--- src/rtl/bird_motion_ctrl.sv ---
// bird_motion_ctrl: per-frame vertical bird physics, bounding box and IDLE/PLAY/DEAD game state
module bird_motion_ctrl #(
  parameter int BIRD_X   = 100,
  parameter int BIRD_W   = 16,
  parameter int BIRD_H   = 12,
  parameter int START_Y  = 200,
  parameter int SCREEN_H = 480,
  parameter int GRAVITY  = 1,
  parameter int FLAP_VEL = 8,
  parameter int MAX_FALL = 10
) (
  input  logic        clkf,
  input  logic        reset,
  input  logic        frame_tick,
  input  logic        flap,
  input  logic        collide,
  input  logic        restart,
  output logic [10:0] llx,
  output logic [10:0] lly,
  output logic [10:0] trx,
  output logic [10:0] try,
  output logic        playing,
  output logic        dead
);
  typedef enum logic [1:0] {IDLE, PLAY, DEAD} state_t;
  localparam logic signed [5:0]  GRV   = 6'(GRAVITY);
  localparam logic signed [5:0]  MAXF  = 6'(MAX_FALL);
  localparam logic signed [5:0]  FLAPV = -6'(FLAP_VEL);
  localparam logic signed [11:0] Y_MAX = 12'(SCREEN_H - BIRD_H);
  localparam logic [10:0]        Y0    = 11'(START_Y);
  state_t             state_q, state_d;
  logic signed [5:0]  vel_q, vel_d, vel_inc, vel_new;
  logic               pend_q, pend_d;
  logic [10:0]        lly_q, lly_d, try_q, try_d;
  logic signed [11:0] ny;
  assign llx     = 11'(BIRD_X);
  assign trx     = 11'(BIRD_X + BIRD_W - 1);
  assign lly     = lly_q;
  assign try     = try_q;
  assign playing = state_q == PLAY;
  assign dead    = state_q == DEAD;
  // a flap arriving in the same cycle as the tick is consumed by that tick
  always_comb begin
    vel_inc = vel_q + GRV;
    vel_new = (pend_q | flap) ? FLAPV : (vel_inc > MAXF ? MAXF : vel_inc);
    ny      = $signed({1'b0, lly_q}) + $signed({{6{vel_new[5]}}, vel_new});
    state_d = state_q;
    vel_d   = vel_q;
    pend_d  = pend_q;
    lly_d   = lly_q;
    if (state_q == IDLE) begin
      state_d = flap ? PLAY : IDLE;
      pend_d  = flap;
    end else if (state_q == PLAY) begin
      if (collide) begin
        state_d = DEAD;
        vel_d   = '0;
        pend_d  = 1'b0;
      end else if (frame_tick) begin
        pend_d  = 1'b0;
        state_d = ny > Y_MAX ? DEAD : PLAY;
        lly_d   = ny < 0 ? 11'd0 : (ny > Y_MAX ? Y_MAX[10:0] : ny[10:0]);
        vel_d   = (ny < 0 || ny > Y_MAX) ? 6'sd0 : vel_new;
      end else begin
        pend_d  = pend_q | flap;
      end
    end else if (restart) begin
      state_d = IDLE;
      vel_d   = '0;
      pend_d  = 1'b0;
      lly_d   = Y0;
    end
    try_d = lly_d + 11'(BIRD_H - 1);
  end
  // game state, physics and box registers; box only moves on a consumed tick or restart
  always_ff @(posedge clkf or posedge reset) begin
    if (reset) begin
      state_q <= IDLE;
      vel_q   <= '0;
      pend_q  <= 1'b0;
      lly_q   <= Y0;
      try_q   <= Y0 + 11'(BIRD_H - 1);
    end else begin
      state_q <= state_d;
      vel_q   <= vel_d;
      pend_q  <= pend_d;
      lly_q   <= lly_d;
      try_q   <= try_d;
    end
  end
endmodule

--- config.mk ---
export PLATFORM = sky130hd
export DESIGN_NAME = bird_motion_ctrl
export DESIGN_NICKNAME = d
export VERILOG_FILES = /design/src/rtl/bird_motion_ctrl.sv
export SDC_FILE = /design/constraint.sdc
export NUM_CORES = 1
export LEC_CHECK = 0
export BUFFER_PORTS_ARGS = -buffer_cell sky130_fd_sc_hd__buf_2
export CAP_MARGIN = 20
export CORE_MARGIN = 3
export CORE_UTILIZATION = 55
export DETAILED_ROUTE_END_ITERATION = 8
export PLACE_DENSITY = 0.8
export SLEW_MARGIN = 20
export SYNTH_ARGS = -nofsm -noshare
export SYNTH_HDL_FRONTEND = slang
export SYNTH_SLANG_ARGS = --single-unit
--- constraint.sdc ---
create_clock -name clkf -period 5.7 [get_ports clkf]
set_input_delay 1.71 -clock clkf [delete_from_list [all_inputs] [get_ports clkf]]
set_output_delay 1.71 -clock clkf [all_outputs]
set_load 0.005 [all_outputs]
# Yosys cells after proc, flatten, opt, wreduce, memory -nomap -nowiden
# Cells that the tools add are included.
# totals
register_bits	31
latch_bits	0
ramBits	0
mem_bits_ro	0
input_bits	6
output_inout_bits	46
elab_cells	49
n_memories	0
# classes
add_sub_neg	3
n_mul	0
div_mod_pow	0
magnitude_cmp	3
eq_ne	4
shift	0
n_mux	26
n_bitwise	2
reduce_logical	6
# ops
op	count
2-to-1 mux 11 bit	7
2-to-1 mux 6 bit	7
adder 12 x 6 -> 12 bit	1
> comparator 12 x 10 -> 1 bit (second input constant)	1
< comparator 12 x 1 -> 1 bit (second input constant)	1
2-to-1 mux 2 bit	6
adder 11 x 4 -> 11 bit (second input constant)	1
adder 6 x 2 -> 6 bit (second input constant)	1
> comparator 6 x 5 -> 1 bit (second input constant)	1
2-to-1 mux 1 bit	6
!= test 4 x 3 -> 1 bit (second input constant)	1
!= test 3 bit (second input constant)	1
AND reduction 3 bit	1
nonzero test 3 bit	1
== test 2 x 1 -> 1 bit (second input constant)	1
== test 2 bit (second input constant)	1
logical NOT 2 bit	1
AND reduction 2 bit	1
nonzero test 2 bit	1
logical OR 1 bit	1
NOT 1 bit	1
OR 1 bit	1

# Logic depth before layout (Yosys ltp)
# depth
depth_word	13
ltp_mapped	22
ltp_nobuf	22

# Worst setup path before layout
# No wires, ideal clock.
# synth_path
kind	in2reg
start	input port flap
end	register try_q[10], in the netlist try[10]
setup_time_ns	0.127
arrival_time_ns	5.351
required_time_ns	5.573
setup_slack_ns	0.221
stages	16
n_path_buf	0
path_cell_list	nor2_1 nand2_1 or3_1 ha_1 and3_1 a211oi_2 o21ai_0 xnor2_1 or3_1 nand2_1 nor2_1 a22oi_1 ha_1 o221ai_2 nand4_1 mux2_1
# synth_via
elab_chain_len	11
elab_cells_between_ends	12
classes_between	add/sub (2); order compare (2); mux (7); bitwise (1)
# synth_rtl
item	line	source
start, declared	15	input logic flap,
OR 1 bit (*)	45	vel_new = (pend_q | flap) ? FLAPV : (vel_inc > MAXF ? MAXF : vel_inc);
2-to-1 mux 6 bit (*)	45	
adder 12 x 6 -> 12 bit (*)	46	ny = $signed({1'b0, lly_q}) + $signed({{6{vel_new[5]}}, vel_new});
> comparator 12 x 10 -> 1 bit	62	lly_d = ny < 0 ? 11'd0 : (ny > Y_MAX ? Y_MAX[10:0] : ny[10:0]);
2-to-1 mux 11 bit	62	
2-to-1 mux 11 bit (*)	62	
2-to-1 mux 11 bit (*)	59	end else if (frame_tick) begin
2-to-1 mux 11 bit (*)	55	if (collide) begin
2-to-1 mux 11 bit (*)	54	end else if (state_q == PLAY) begin
2-to-1 mux 11 bit (*)	51	if (state_q == IDLE) begin
adder 11 x 4 -> 11 bit (*)	73	try_d = lly_d + 11'(BIRD_H - 1);
net try_d[10]	34	logic [10:0] lly_q, lly_d, try_q, try_d;
end signal, assigned	82	try_q <= Y0 + 11'(BIRD_H - 1);
end signal, assigned	88	try_q <= try_d;
end, declared	34	
# The timed path passes the listed nets; every way through them passes the cells marked *.
# A chain may end at the register's enable or synchronous reset.

# Final worst setup path
# layout_path
start	register vel_q[0]
end	register try_q[10], in the netlist try[10]
# layout_via
elab_chain_len	13
elab_cells_between_ends	14
classes_between	add/sub (3); order compare (3); mux (8)
# layout_rtl
item	line	source
start, declared	32	logic signed [5:0] vel_q, vel_d, vel_inc, vel_new;
start signal, assigned	85	vel_q <= vel_d;
adder 6 x 2 -> 6 bit (*)	44	vel_inc = vel_q + GRV;
> comparator 6 x 5 -> 1 bit	45	
2-to-1 mux 6 bit (*) (2 in series)	45	
adder 12 x 6 -> 12 bit (*)	46	
> comparator 12 x 10 -> 1 bit	62	
2-to-1 mux 11 bit	62	
2-to-1 mux 11 bit (*)	62	
2-to-1 mux 11 bit (*)	59	
2-to-1 mux 11 bit (*)	55	
2-to-1 mux 11 bit (*)	54	
2-to-1 mux 11 bit (*)	51	
adder 11 x 4 -> 11 bit (*)	73	
net try_d[10]	34	
# Marked as above.

==> summary.md <==
| Metric | Value |
|---|---|
| Critical path's largest stage delay | between 0.4 and 0.5 ns |
| Worst-Margin Slew | roughly 0.55 ns |
| Clock Latency Late Sink | approximately 0.28 ns |
| Post-route antenna net violation count | 0 |
| Switching Share | between 40 and 50% |
| Largest net degree at the start of global routing | 19 |
| Register area share after synthesis | 31.6% |
| Unrepaired setup endpoints after global routing | false |
| Seq pwr share | 25.2% |
| Post-Route WL | between 5000 and 6000 um |
| Hold buffer count at CTS | 0 |
| Worst Setup Start Kind | register |
| Clock Power Share | between 10% and 20% |
| Fmax | 0.186 GHz |
| Sink Count | 31 |
| Syn. warnings | 0 |
| Slowest CP cell | dfrtp_1 |
| MaxCap Viol Count | 0 |
| Num ports | 52 |
| Post-Syn Instances | 277 |
| Antenna violations before repair | 0 |
| Ys flop type | dfrtp_1 |
| Seq cells post-synth | 31 |
| Total GRT Usage | between 20% and 30% |
| CTS Buf Count | 5 |
| DIE WIDTH | about 73 um |
| Nets | ~340 |
| ANT cells | 0 |
| DR pass1 iterations | 4 |
| Vias per cell | 5.94 |
| DRC viols | 0 |
| Root buf cell | clkbuf_8 |
| Share of layout cells above drive strength 1 | a little under a quarter |
| Die H | between 70 and 80 um |
| CP cell instances | ha_1 > xnor2_1 > o21ai_0 > a211oi_1 > a21oi_1 > o31ai_2 > nand2_1 > or3_1 > ha_1 > and3_1 > a211oi_4 > o21ai_0 > xnor2_1 > or3_1 > nand2_1 > nor2_2 > a22oi_1 > ha_1 > o221ai_4 > nand4_1 > mux2_1 |
| Max-slew violation count | 0 |
| Worst Path Arrival | between 5 and 6 ns |
| Crit Path Class | register to register |
| Total power draw | between 1 and 1.5 mW |
| Worst IR Drop VDD | 0.339 mV |
| Crit path top cell by count | ha_1 |
| Die ar. | 5370 um^2 |
| First-pass GRT wire length | 9700 um |
| Post-CTS setup buffers | 0 |
| Clk_skew | 0.00603 ns |
| Mapped cell area | about 2500 um^2 |
| Core Box Area | 4170 um^2 |
| Final Util | about 66% |
| DPL Wire Length | 4630 um |
| HP Class | register to register |
| Routed WL per cell | 16.3 um |
| Std-Cell Rows | 23 |
| Dpl cell area | between 2000 and 3000 um^2 |
| CTS tree | yes |
| Tcrit/Tclk final | 94.4% |
| Bufs on Longest Clock Path | 2 |
| 1st-iter DRT viols | about 150 |
| Final setup violation count | 0 |
| Outcome | finished, final reports clean |
| Hold WS | between 0.5 and 0.6 ns |
| Register Area | 786 um^2 |
| Synthesized area per cell | approximately 9.0 um^2 |
| Fraction of registers with async set/reset | 100% |
| Area growth syn-to-layout | 11.5% |
| Unique masters post-synth | 66 |
| Slew HR | a little over three fifths |
| Final Cell Area | between 2000 and 3000 um^2 |
| Fin crit period | 5.38 ns |
| Cell leakage power | around 1.3 nW |
| Clk slew on worst S/H paths | ~0.060 ns |
| CP Data Required Time | a little under 6 ns |
| Post-synth EDFFs | 0 |
| Comb power frac | a little over three fifths |
| Fin. Hold Viols | 0 |
| Placer Congestion | about 1 |
| Net Sw Power | around 650 uW |
| Layout fillers | 343 |
| Routed vias | ~2.2k |
| Post-Route Setup TNS | 0 ns |
| Critical path peak fanout | 7 |
| Number of global-route vias before repair | between 2k and 2.5k |
| GRT overflow | 0 |
| Worst setup EP type | register |
| CTS H-Tree Depth | 2 |
| Pwr Density | just under 500 nW/um^2 |
| Multi-input gate area | between 1500 and 2000 um^2 |
| Port Buf Inserts | 29 |
| Initial Util | 59.6% |
| Internal power | 715 uW |
==> sequential cells by signal (all words and copies together) (netlist names) <==
| signal | flops |
|---|---|
| state_q | 2 |
| try | 11 |
| pend_q | 1 |
| lly | 11 |
| vel_q | 6 |
==> worst max-delay path, delay by kind of cell (launching register included) <==
family          cells  cell delay, ns
simple gates        7            1.46
fa+ha+maj           3            0.92
mux                 1            0.32
compound gates      8            1.71
flops               1            0.46
xor+xnor            2            0.40
==> cell usage in the layout (no fill, tap or decap), types with 13 or more instances in the layout <==
master,instances
inv_1,16
nand2_1,23
buf_2,29
nor2_1,20
dfrtp_1,23
a21oi_1,15
conb_1,22
o21ai_0,13
ha_1,15
==> final cells by class <==
| class | count | area share [%] |
|---|---|---|
| Sequential cell | 31 | 28.3 |
| Clock inverter | 1 | 0.180 |
| Timing Repair Buffer | 37 | 7.67 |
| Inverter | 16 | 2.17 |
| Tap cell | 50 | 2.26 |
| Multi-Input combinational cell | 226 | 56.7 |
| Clock buffer | 7 | 2.75 |
==> power by group through the flow <==
stage / Sequential, mW / Combinational (mW) / Clock (mW)
after floorplan: 0.335 / 0.629 / 0
after global placement: 0.346 / 0.817 / 0
after detailed placement: 0.347 / 0.830 / 0
after CTS: 0.345 / 0.837 / 0.165
after global routing: 0.352 / 0.957 / 0.174
final: 0.345 / 0.863 / 0.162
==> path summary, 6_finish.rpt <==
kind,depth (start not counted),to,from,slack (ns)
hold reg to reg,1,pend_q$_DFFE_PP0P_,state_q[0]$_DFFE_PP0P_,0.59
min in group asynchronous,2,lly[0]$_DFF_PP0_,reset,1.45
setup reg to reg,21,try[10]$_DFF_PP0_,vel_q[0]$_DFFE_PP0P_,0.32
setup / recovery,21,try[10]$_DFF_PP0_,vel_q[0]$_DFFE_PP0P_,0.32
hold / removal,1,pend_q$_DFFE_PP0P_,state_q[0]$_DFFE_PP0P_,0.59
max in group asynchronous,3,try[4]$_DFF_PP1_,reset,3.66
==> Yosys cell counts, types with 2 or more instances <==
cell type / number / area, um^2
and3_4: 2 / 22.5
o31ai_1: 7 / 52.6
dfstp_2: 8 / 210
o21ai_2: 2 / 17.5
conb_1: 2 / 7.51
a22o_1: 2 / 17.5
nand2_1: 23 / 86.3
or3_1: 3 / 18.8
buf_4: 22 / 165
o21ai_0: 13 / 65.1
a22oi_1: 2 / 15.0
a21o_1: 4 / 30.0
a21oi_1: 15 / 75.1
inv_1: 16 / 60.1
nor3_1: 6 / 30.0
and2_1: 3 / 18.8
xor2_1: 6 / 52.6
xnor2_1: 10 / 87.6
o311ai_0: 2 / 17.5
a211oi_2: 3 / 37.5
and3_1: 2 / 12.5
a211o_1: 2 / 17.5
a32oi_1: 2 / 17.5
nand2b_1: 3 / 18.8
nand4_1: 2 / 12.5
nor2_1: 21 / 78.8
a21oi_2: 2 / 17.5
o31ai_2: 2 / 25.0
a31oi_1: 2 / 12.5
nor2b_1: 4 / 25.0
ha_1: 15 / 188
clkbuf_1: 2 / 7.51
nand3_1: 10 / 50.1
dfrtp_1: 23 / 576
nor3b_1: 2 / 15.0
o221ai_2: 2 / 30.0
==> per-stage QoR <==
step / setup WS (ns) / instances
3_5_place_dp: 0.114 / 360
6_report: 0.319 / 368
5_1_grt: 0.0490 / 368
3_3_place_gp: 0.251 / 359
2_1_floorplan: 0.221 / 297
4_1_cts: 0.151 / 368
==> cells by family (layout without fill, tap and decap cells) <==
family / after synthesis / after routing / synth area share (%)
mux: 1 / 1 / 0.452
other cells: 2 / 22 / 0.302
xor+xnor: 16 / 16 / 5.63
fa+ha+maj: 16 / 16 / 8.35
buf+inv: 40 / 61 / 9.35
flops: 31 / 31 / 31.6
simple gates: 90 / 90 / 18.5
compound gates: 81 / 81 / 25.8
==> what timing repair did <==
item / 4_1_cts / 5_1_grt
endpoints found under the hold margin: 0 / 0
setup endpoints to repair: 0 / 3
gates resized for setup: 0 / 5
==> routing by layer <==
layer / share of wire [%] / global-route usage [%] / vias up
li1: - / - / 1053
met1: 43 / 31.1 / 1041
met2: 50 / 37.5 / 75
met3: 5.6 / 4.65 / 17
met4: 2.2 / 7.79 / 0
met5: 0 / 0 / -
Note: power is estimated with default switching activity, not from simulation.
